--- src/rtl/uart_pkg.sv ---
// Definitions shared by the UART receiver and the two-digit display counter:
// the receiver FSM encoding and the active-low segment patterns (a..g,dp in bits 7..0).
package uart_pkg;

  typedef enum logic [1:0] {
    IDLE  = 2'd0,
    START = 2'd1,
    DATA  = 2'd2,
    STOP  = 2'd3
  } rx_state_t;

  localparam logic [7:0] SEG_0     = 8'h03;
  localparam logic [7:0] SEG_1     = 8'h9F;
  localparam logic [7:0] SEG_2     = 8'h25;
  localparam logic [7:0] SEG_3     = 8'h0D;
  localparam logic [7:0] SEG_4     = 8'h99;
  localparam logic [7:0] SEG_5     = 8'h49;
  localparam logic [7:0] SEG_6     = 8'h41;
  localparam logic [7:0] SEG_7     = 8'h1F;
  localparam logic [7:0] SEG_8     = 8'h01;
  localparam logic [7:0] SEG_9     = 8'h19;
  localparam logic [7:0] SEG_BLANK = 8'hFF;

endpackage

--- src/rtl/ascii_to_seg.sv ---
// Combinational ASCII-digit to active-low seven-segment decode.
// Anything other than '0'..'9' maps to SEG_BLANK, which the display counter ignores.
module ascii_to_seg
  import uart_pkg::*;
(
  input  logic [7:0] ascii,
  output logic [7:0] seg
);

  always_comb begin
    seg = SEG_BLANK;
    case (ascii)
      8'h30:   seg = SEG_0;
      8'h31:   seg = SEG_1;
      8'h32:   seg = SEG_2;
      8'h33:   seg = SEG_3;
      8'h34:   seg = SEG_4;
      8'h35:   seg = SEG_5;
      8'h36:   seg = SEG_6;
      8'h37:   seg = SEG_7;
      8'h38:   seg = SEG_8;
      8'h39:   seg = SEG_9;
      default: seg = SEG_BLANK;
    endcase
  end

endmodule

--- src/rtl/uart_rx_seg.sv ---
// UART 8N1 receiver with registered seven-segment decode of each received byte.
// Handshake: flag / frame_err are single-cycle strobes with no back-pressure; rx_data and seg_code hold until the next good frame.
module uart_rx_seg
  import uart_pkg::*;
#(
  parameter int CLK_FREQ = 100_000_000,
  parameter int BAUD     = 9600
) (
  input  logic       clk,
  input  logic       rst,
  input  logic       rx,
  output logic       flag,
  output logic [7:0] rx_data,
  output logic [7:0] seg_code,
  output logic       frame_err
);

  localparam int BIT_CNT  = CLK_FREQ / BAUD;
  localparam int HALF_CNT = BIT_CNT / 2;
  localparam int CW       = $clog2(BIT_CNT);
  localparam logic [CW-1:0] BIT_LAST  = CW'(BIT_CNT - 1);
  localparam logic [CW-1:0] HALF_LAST = CW'(HALF_CNT - 1);

  logic          rx_s1, rx_s, rx_d;
  logic          fall;
  rx_state_t     state;
  logic [CW-1:0] cnt;
  logic [2:0]    idx;
  logic [7:0]    shreg;
  logic [7:0]    seg_next;

  always_ff @(posedge clk or posedge rst) begin
    if (rst) begin
      rx_s1 <= 1'b1;
      rx_s  <= 1'b1;
      rx_d  <= 1'b1;
    end else begin
      rx_s1 <= rx;
      rx_s  <= rx_s1;
      rx_d  <= rx_s;
    end
  end

  // Only a high-to-low transition starts a frame, so a line stuck low stays quiet.
  assign fall = rx_d & ~rx_s;

  ascii_to_seg u_dec (
    .ascii (shreg),
    .seg   (seg_next)
  );

  always_ff @(posedge clk or posedge rst) begin
    if (rst) begin
      state     <= IDLE;
      cnt       <= '0;
      idx       <= '0;
      shreg     <= '0;
      rx_data   <= 8'h00;
      seg_code  <= SEG_BLANK;
      flag      <= 1'b0;
      frame_err <= 1'b0;
    end else begin
      flag      <= 1'b0;
      frame_err <= 1'b0;
      case (state)
        IDLE: begin
          cnt <= '0;
          if (fall) state <= START;
        end
        START: begin
          if (cnt == HALF_LAST) begin
            cnt   <= '0;
            idx   <= '0;
            state <= rx_s ? IDLE : DATA;
          end else begin
            cnt <= cnt + 1'b1;
          end
        end
        DATA: begin
          if (cnt == BIT_LAST) begin
            cnt   <= '0;
            shreg <= {rx_s, shreg[7:1]};
            idx   <= idx + 1'b1;
            if (idx == 3'd7) state <= STOP;
          end else begin
            cnt <= cnt + 1'b1;
          end
        end
        STOP: begin
          // Returning to IDLE at mid-stop-bit leaves half a bit to catch an unbroken next start edge.
          if (cnt == BIT_LAST) begin
            cnt   <= '0;
            state <= IDLE;
            if (rx_s) begin
              rx_data  <= shreg;
              seg_code <= seg_next;
              flag     <= 1'b1;
            end else begin
              frame_err <= 1'b1;
            end
          end else begin
            cnt <= cnt + 1'b1;
          end
        end
        default: state <= IDLE;
      endcase
    end
  end

endmodule

--- config.mk ---
export PLATFORM = sky130hd
export DESIGN_NAME = uart_rx_seg
export DESIGN_NICKNAME = d
export VERILOG_FILES = /design/src/rtl/uart_pkg.sv /design/src/rtl/ascii_to_seg.sv /design/src/rtl/uart_rx_seg.sv
export SDC_FILE = /design/constraint.sdc
export NUM_CORES = 1
export LEC_CHECK = 0
export CORE_ASPECT_RATIO = 1.1
export CORE_MARGIN = 2
export CORE_UTILIZATION = 50
export DETAILED_ROUTE_END_ITERATION = 10
export GPL_TIMING_DRIVEN = 0
export HOLD_SLACK_MARGIN = 0.1
export PLACE_DENSITY = 0.74
export SYNTH_ARGS = -nofsm -noshare
export SYNTH_HDL_FRONTEND = slang
export SYNTH_SLANG_ARGS = --single-unit
export TNS_END_PERCENT = 100
--- constraint.sdc ---
create_clock -name clk -period 1.7 [get_ports clk]
set_clock_uncertainty 0.05 [all_clocks]
set_input_delay 0.34 -clock clk [delete_from_list [all_inputs] [get_ports clk]]
set_output_delay 0.34 -clock clk [all_outputs]
set_load 0.1 [all_outputs]
; Word level (Yosys, flattened, before mapping)
; Cells that the tools add are included.
[op_classes]
add_sub_neg = 2
n_eq_ne = 21
mux = 20
bitwise = 2
reduce_logical = 7
[op_table]
columns = operator, n
row1 = $eq 8x6->1 const B, 10
row2 = $pmux 8 s10, 1
row3 = $pmux 14 s3, 1
row4 = $mux 14, 2
row5 = $add 14x1->14 const B, 1
row6 = $eq 14x13->1 const B, 1
row7 = $eq 14x14->1 const B, 1
row8 = $mux 2, 6
row9 = $ne 2x2->1 const B, 5
row10 = $pmux 2 s4, 1
row11 = $mux 1, 6
row12 = $mux 3, 2
row13 = $pmux 3 s2, 1
row14 = $reduce_and 3->1, 2
row15 = $reduce_and 5->1, 1
row16 = $eq 2x2->1 const B, 2
row17 = $add 3x1->3 const B, 1
row18 = $eq 3x3->1 const B, 1
row19 = $eq 2x1->1 const B, 1
row20 = $logic_not 2->1, 1
row21 = $reduce_and 2->1, 1
row22 = $reduce_bool 2->1, 1
row23 = $reduce_or 2->1, 1
row24 = $and 1x1->1, 1
row25 = $not 1->1, 1
[word_totals]
reg_bits = 48
inputBits = 3
output_inout_bits = 18
wordCells = 63

; Depth between registers and ports, before layout
[depth]
ltp_word = 4
ltp_mapped = 6
depth_no_buf = 5

; Cells and area by module
; A second synthesis with hierarchy kept.
[hier_totals]
hier_cells = 204
hier_area_um2 = 2417.3
[by_module_without_submodules]
columns = mod, instances, cells_each, area_each_um2, seq_area_each_um2
row1 = uart_rx_seg, 1, 171, 2208.4, 1214.9
row2 = ascii_to_seg, 1, 33, 209.0, 0.0

; Worst setup path after synthesis
; No wires, ideal clock.
[synth_path]
path_kind = register to register
from = register cnt[0]
to = register rx_data[5]
setup_time_ps = 126
t_arrival_ps = 1582
required_time_ps = 1524
path_slack_ps = -59
path_stages_with_launch = 7
path_buffers = 1
synth_period_minus_slack_ps = 1759
path_cell_list = dfrtp_1 -> ha_1 -> and3_2 -> nand4_4 -> nor2_8 -> buf_12 -> mux2_4
[synth_between]
elab_chain_cells = 2
[synth_lines]
columns = item, line
row1 = "start, declared", uart_rx_seg.sv:27  ; logic [CW-1:0] cnt;
row2 = "start signal, assigned", uart_rx_seg.sv:76  ; cnt <= cnt + 1'b1;
row3 = "start signal, assigned", uart_rx_seg.sv:86  ; cnt <= cnt + 1'b1;
row4 = "start signal, assigned", uart_rx_seg.sv:102  ; cnt <= cnt + 1'b1;
row5 = $eq 14x14->1, uart_rx_seg.sv:91  ; if (cnt == BIT_LAST) begin
row6 = $reduce_and 3->1 (no line), --
row7 = "end signal, assigned", uart_rx_seg.sv:95  ; rx_data <= shreg;
row8 = "end, declared", uart_rx_seg.sv:13  ; output logic [7:0] rx_data,
; Every way passes these cells.
; A chain may end at the register's enable or synchronous reset.

; Worst setup path in the final report
[layout_path]
from = register cnt[3]
to = register cnt[6]
[layout_between]
elab_chain_cells = 3
elab_cells_between_ends = 6
classes_between = add/sub: 1 / eq/ne: 2 / mux: 3
[layout_lines]
columns = item, line
row1 = "$add 14x1->14, or another cell as far along", "uart_rx_seg.sv:76, uart_rx_seg.sv:86, uart_rx_seg.sv:102"
row2 = $mux 14 (on tied branches), "uart_rx_seg.sv:80, uart_rx_seg.sv:91, uart_rx_seg.sv:71"
row3 = $pmux 14 s3 (*), uart_rx_seg.sv:65  ; case (state)
; Every way passes the cells marked *; elsewhere a longest branch is shown, timed or not.

==> results.py <==
metrics = {
    "setup_path": {
        "critPathKind": "reg -> reg",
        "cp-start-kind": "register",
        "required_ns": 1.84,
        "cp-end-kind": "register",
        "critPathMaxFanout": 9,
        "crit_arrival_ns": 1.83,
    },
    "synthesis": {
        "syn-num-nets": 199,
        "ys_types": 53,
        "syn_avg_cell_area_um2": 11.95,
        "netlist_instances": 193,
        "synth_edf_count": 0,
        "ys_seq_area_share_pct": 51.55,
        "yosys_warnings": 0,
        "synthArstFlopShare_pct": 100.0,
        "ys.flop_type": "dfrtp_1",
        "synth_area_um2": 2306,
        "yosys_register_bits": 47,
    },
    "pwr": {
        "p_switching_mw": 0.6322,
        "irDropWorstVdd_uv": 734.3,
        "cell_internal_pwr_mw": 1.794,
        "pwr-share-clk_pct": 29.7,
        "sequentialPowerShare_pct": 51.6,
        "total_power_mw": 2.426,
        "power_density_nw_per_um2": 830.8,
        "swShare_pct": 26.06,
        "p_leak_nw": 1.303,
        "p_comb_share_pct": 18.7,
    },
    "final_layout": {
        "stdcell_count": 293,
        "n_antenna_cell": 0,
        "drive_gt1_share_pct": 43.51,
        "syn2layout_area_growth_pct": 26.64,
        "finalNetCount": 244,
    },
    "sta": {
        "slew_viol_final": 0,
        "grt_setup_unrepaired": "true",
        "finalSetupViolCount": 0,
        "worst_pin_slew_ns": 0.5601,
        "hold_viol": 0,
        "min_period_over_period_pct": 99.27,
        "timing.fmax_mhz": 592.6,
        "period_needed_ns": 1.688,
        "maxSlewHeadroom_pct": 62.83,
    },
    "placement": {
        "dp_cells": 267,
        "numPortBuffers": 19,
        "gp_congestion": 0.8508,
        "dp_hpwl_um": 2809,
    },
    "die": {
        "io_pins": 21,
        "initial_core_util_pct": 52.66,
        "coreArea_um2": 4379,
        "row_count": 25,
        "die_height_um": 75.23,
        "die_area_um2": 5172,
        "dieWidth_um": 68.75,
    },
    "cts": {
        "hold_buffers": 0,
        "cts_sinks": 47,
        "numCtsBuffers": 5,
        "htreeDepth": 2,
        "cts_root_buf": "clkbuf_8",
        "cts_tree": "done",
        "clock_path_buffers": 2,
        "clk_pin_slew_worst_paths_ns": 0.08,
        "clk_latency_ns": 0.29,
    },
    "grt": {
        "grt_pass1_vias": 1548,
        "grt_max_degree": 34,
        "grt_pass1_wl_um": 7272,
        "grt_usage_pct": 19.15,
        "antenna_found_initial": 0,
        "grt.overflow.total": 0,
    },
    "hold_path": {
        "hold_path_class": "in -> async",
    },
    "detailed_routing": {
        "firstDrtPassIters": 4,
        "via_per_inst": 5.642,
        "drt_iter0_markers": 121,
        "wire_per_inst_um": 15.54,
        "drc": 0,
        "ant_nets": 0,
        "wl_um": 4554,
        "vias": 1653,
    },
    "job": {
        "maxCapViolCount": 0,
    },
    "run_status": {
        "status": "finished, final reports clean",
    },
}
placed cells by master (no fill, tap or decap), drive strengths merged, types with 3 or more instances in the layout:
master,Yosys,layout
a21oi,5,5
and2,3,3
and4,3,3
and4bb,3,3
buf,5,30
clkbuf,6,15
clkdlybuf4s15,0,10
dfrtp,37,37
dfstp,10,10
ha,3,3
inv,3,3
mux2,22,22
nand2,11,11
nand3,9,9
nand4,7,7
nor2,16,16
nor2b,3,3
o211ai,3,3
o21ai,7,7
xor2,9,9
power by group through the flow:
stage               registers, mW  clock network (mW)  logic (mW)
floorplan                    1.26                   0       0.205
global placement             1.27                   0       0.249
detailed placement           1.27                   0       0.260
CTS                          1.25               0.742       0.357
global route                 1.26               0.783       0.498
finish                       1.25               0.720       0.454
routing by layer:
metal / track usage (%) / share of wire (%) / up-vias
li1: - / - / 785
met1: 24.85 / 46 / 832
met2: 31.20 / 49 / 28
met3: 4.634 / 3.5 / 8
met4: 6.972 / 1.7 / 0
met5: 0 / 0 / -
path summary, 6_finish.rpt:
kind | to | slack (ns) | startpoint | cells past startpoint
max | cnt[6] | 0.01 | cnt[3] | 6
min reg2reg | rx_s | 0.31 | rx_s1 | 0
min in group clk | rx_s | 0.31 | rx_s1 | 0
max reg2reg | cnt[6] | 0.01 | cnt[3] | 6
min | cnt[12] | 0.27 | rst | 2
max in group asynchronous | rx_d | 0.78 | rst | 3
registers in the layout, indices dropped and copies added, names as in the netlist, named ones only:
register and cells:
cnt 14, rx_data 8, shreg 8, seg_code 7
idx 3, flag 1, frame_err 1, rx_d 1
rx_s 1, rx_s1 1, state 1
synthesized netlist by cell type (all sizes together), types with 2 or more instances:
| cell | n | area share (%) |
|---|---|---|
| and4bb | 3 | 1.8 |
| nor2 | 16 | 3.3 |
| a21oi | 5 | 1.2 |
| dfrtp | 37 | 40 |
| dfstp | 10 | 11 |
| ha | 3 | 1.6 |
| o21ai | 7 | 1.5 |
| xor2 | 9 | 3.4 |
| mux2 | 22 | 12 |
| nand3 | 9 | 2.0 |
| o211ai | 3 | 0.98 |
| clkbuf | 6 | 1.0 |
| nor3b | 2 | 0.65 |
| nand4 | 7 | 2.8 |
| o311ai | 2 | 0.76 |
| nor4b | 2 | 1.0 |
| nand2 | 11 | 1.8 |
| and2 | 3 | 0.81 |
| inv | 3 | 0.49 |
| and4 | 3 | 1.2 |
| o22ai | 2 | 0.54 |
| nor2b | 3 | 0.81 |
| and3 | 2 | 0.60 |
| buf | 5 | 2.0 |
| nor3 | 2 | 0.43 |
repair_timing:
action,in CTS,in global routing
hold endpoints to repair,0,0
cloned,0,1
buffers inserted,12,5
pin swaps,3,4
endpoints found under the setup margin,45,31
resized for setup,72,19
cell type report:
class,instances,area [µm²]
buffer,11,75.07
tap,54,67.56
multi-input combinational,132,1127
sequential,47,1192
fill,320,1459
clock buffer,8,100.1
inverter,3,11.26
timing repair buffer,38,346.6
stage by stage:
step                worst slack, ns  hold WS [ns]  area, µm²   TNS (ns)  util [%]
finish                      0.01249        0.2725       2920          0     66.69
global route               -0.05789        0.3097       2920    -0.8208     66.69
CTS                       0.0001591        0.2805       2805          0     64.06
detailed placement          -0.3316        0.3030       2590     -6.871     59.14
global placement            -0.7154        0.2985       2570     -36.18     58.69
floorplan                 -0.002670        0.2945       2312  -0.005340         -
cells by family (layout without fill, tap and decap cells):
family | Yosys count | after routing | share of synthesized area (%)
AOI/OAI and AO/OA | 27 | 27 | 7.868
xor gates and xnor gates | 10 | 10 | 3.798
adders and majority gates | 3 | 3 | 1.628
buffers and inverters | 14 | 60 | 3.472
DFF | 47 | 47 | 51.55
muxes | 22 | 22 | 12.37
other | 1 | 1 | 0.1626
and+or+nand+nor | 69 | 69 | 19.15
worst max-delay path, cell delays in order (launching register included):
cell      delay [ns]
dfrtp_1         0.37
clkbuf_4        0.19
nor4b_4         0.33
a41oi_2         0.20
a21oi_4         0.24
buf_6           0.16
nor2_1          0.05
No activity file was read; power rests on OpenSTA's default activity.
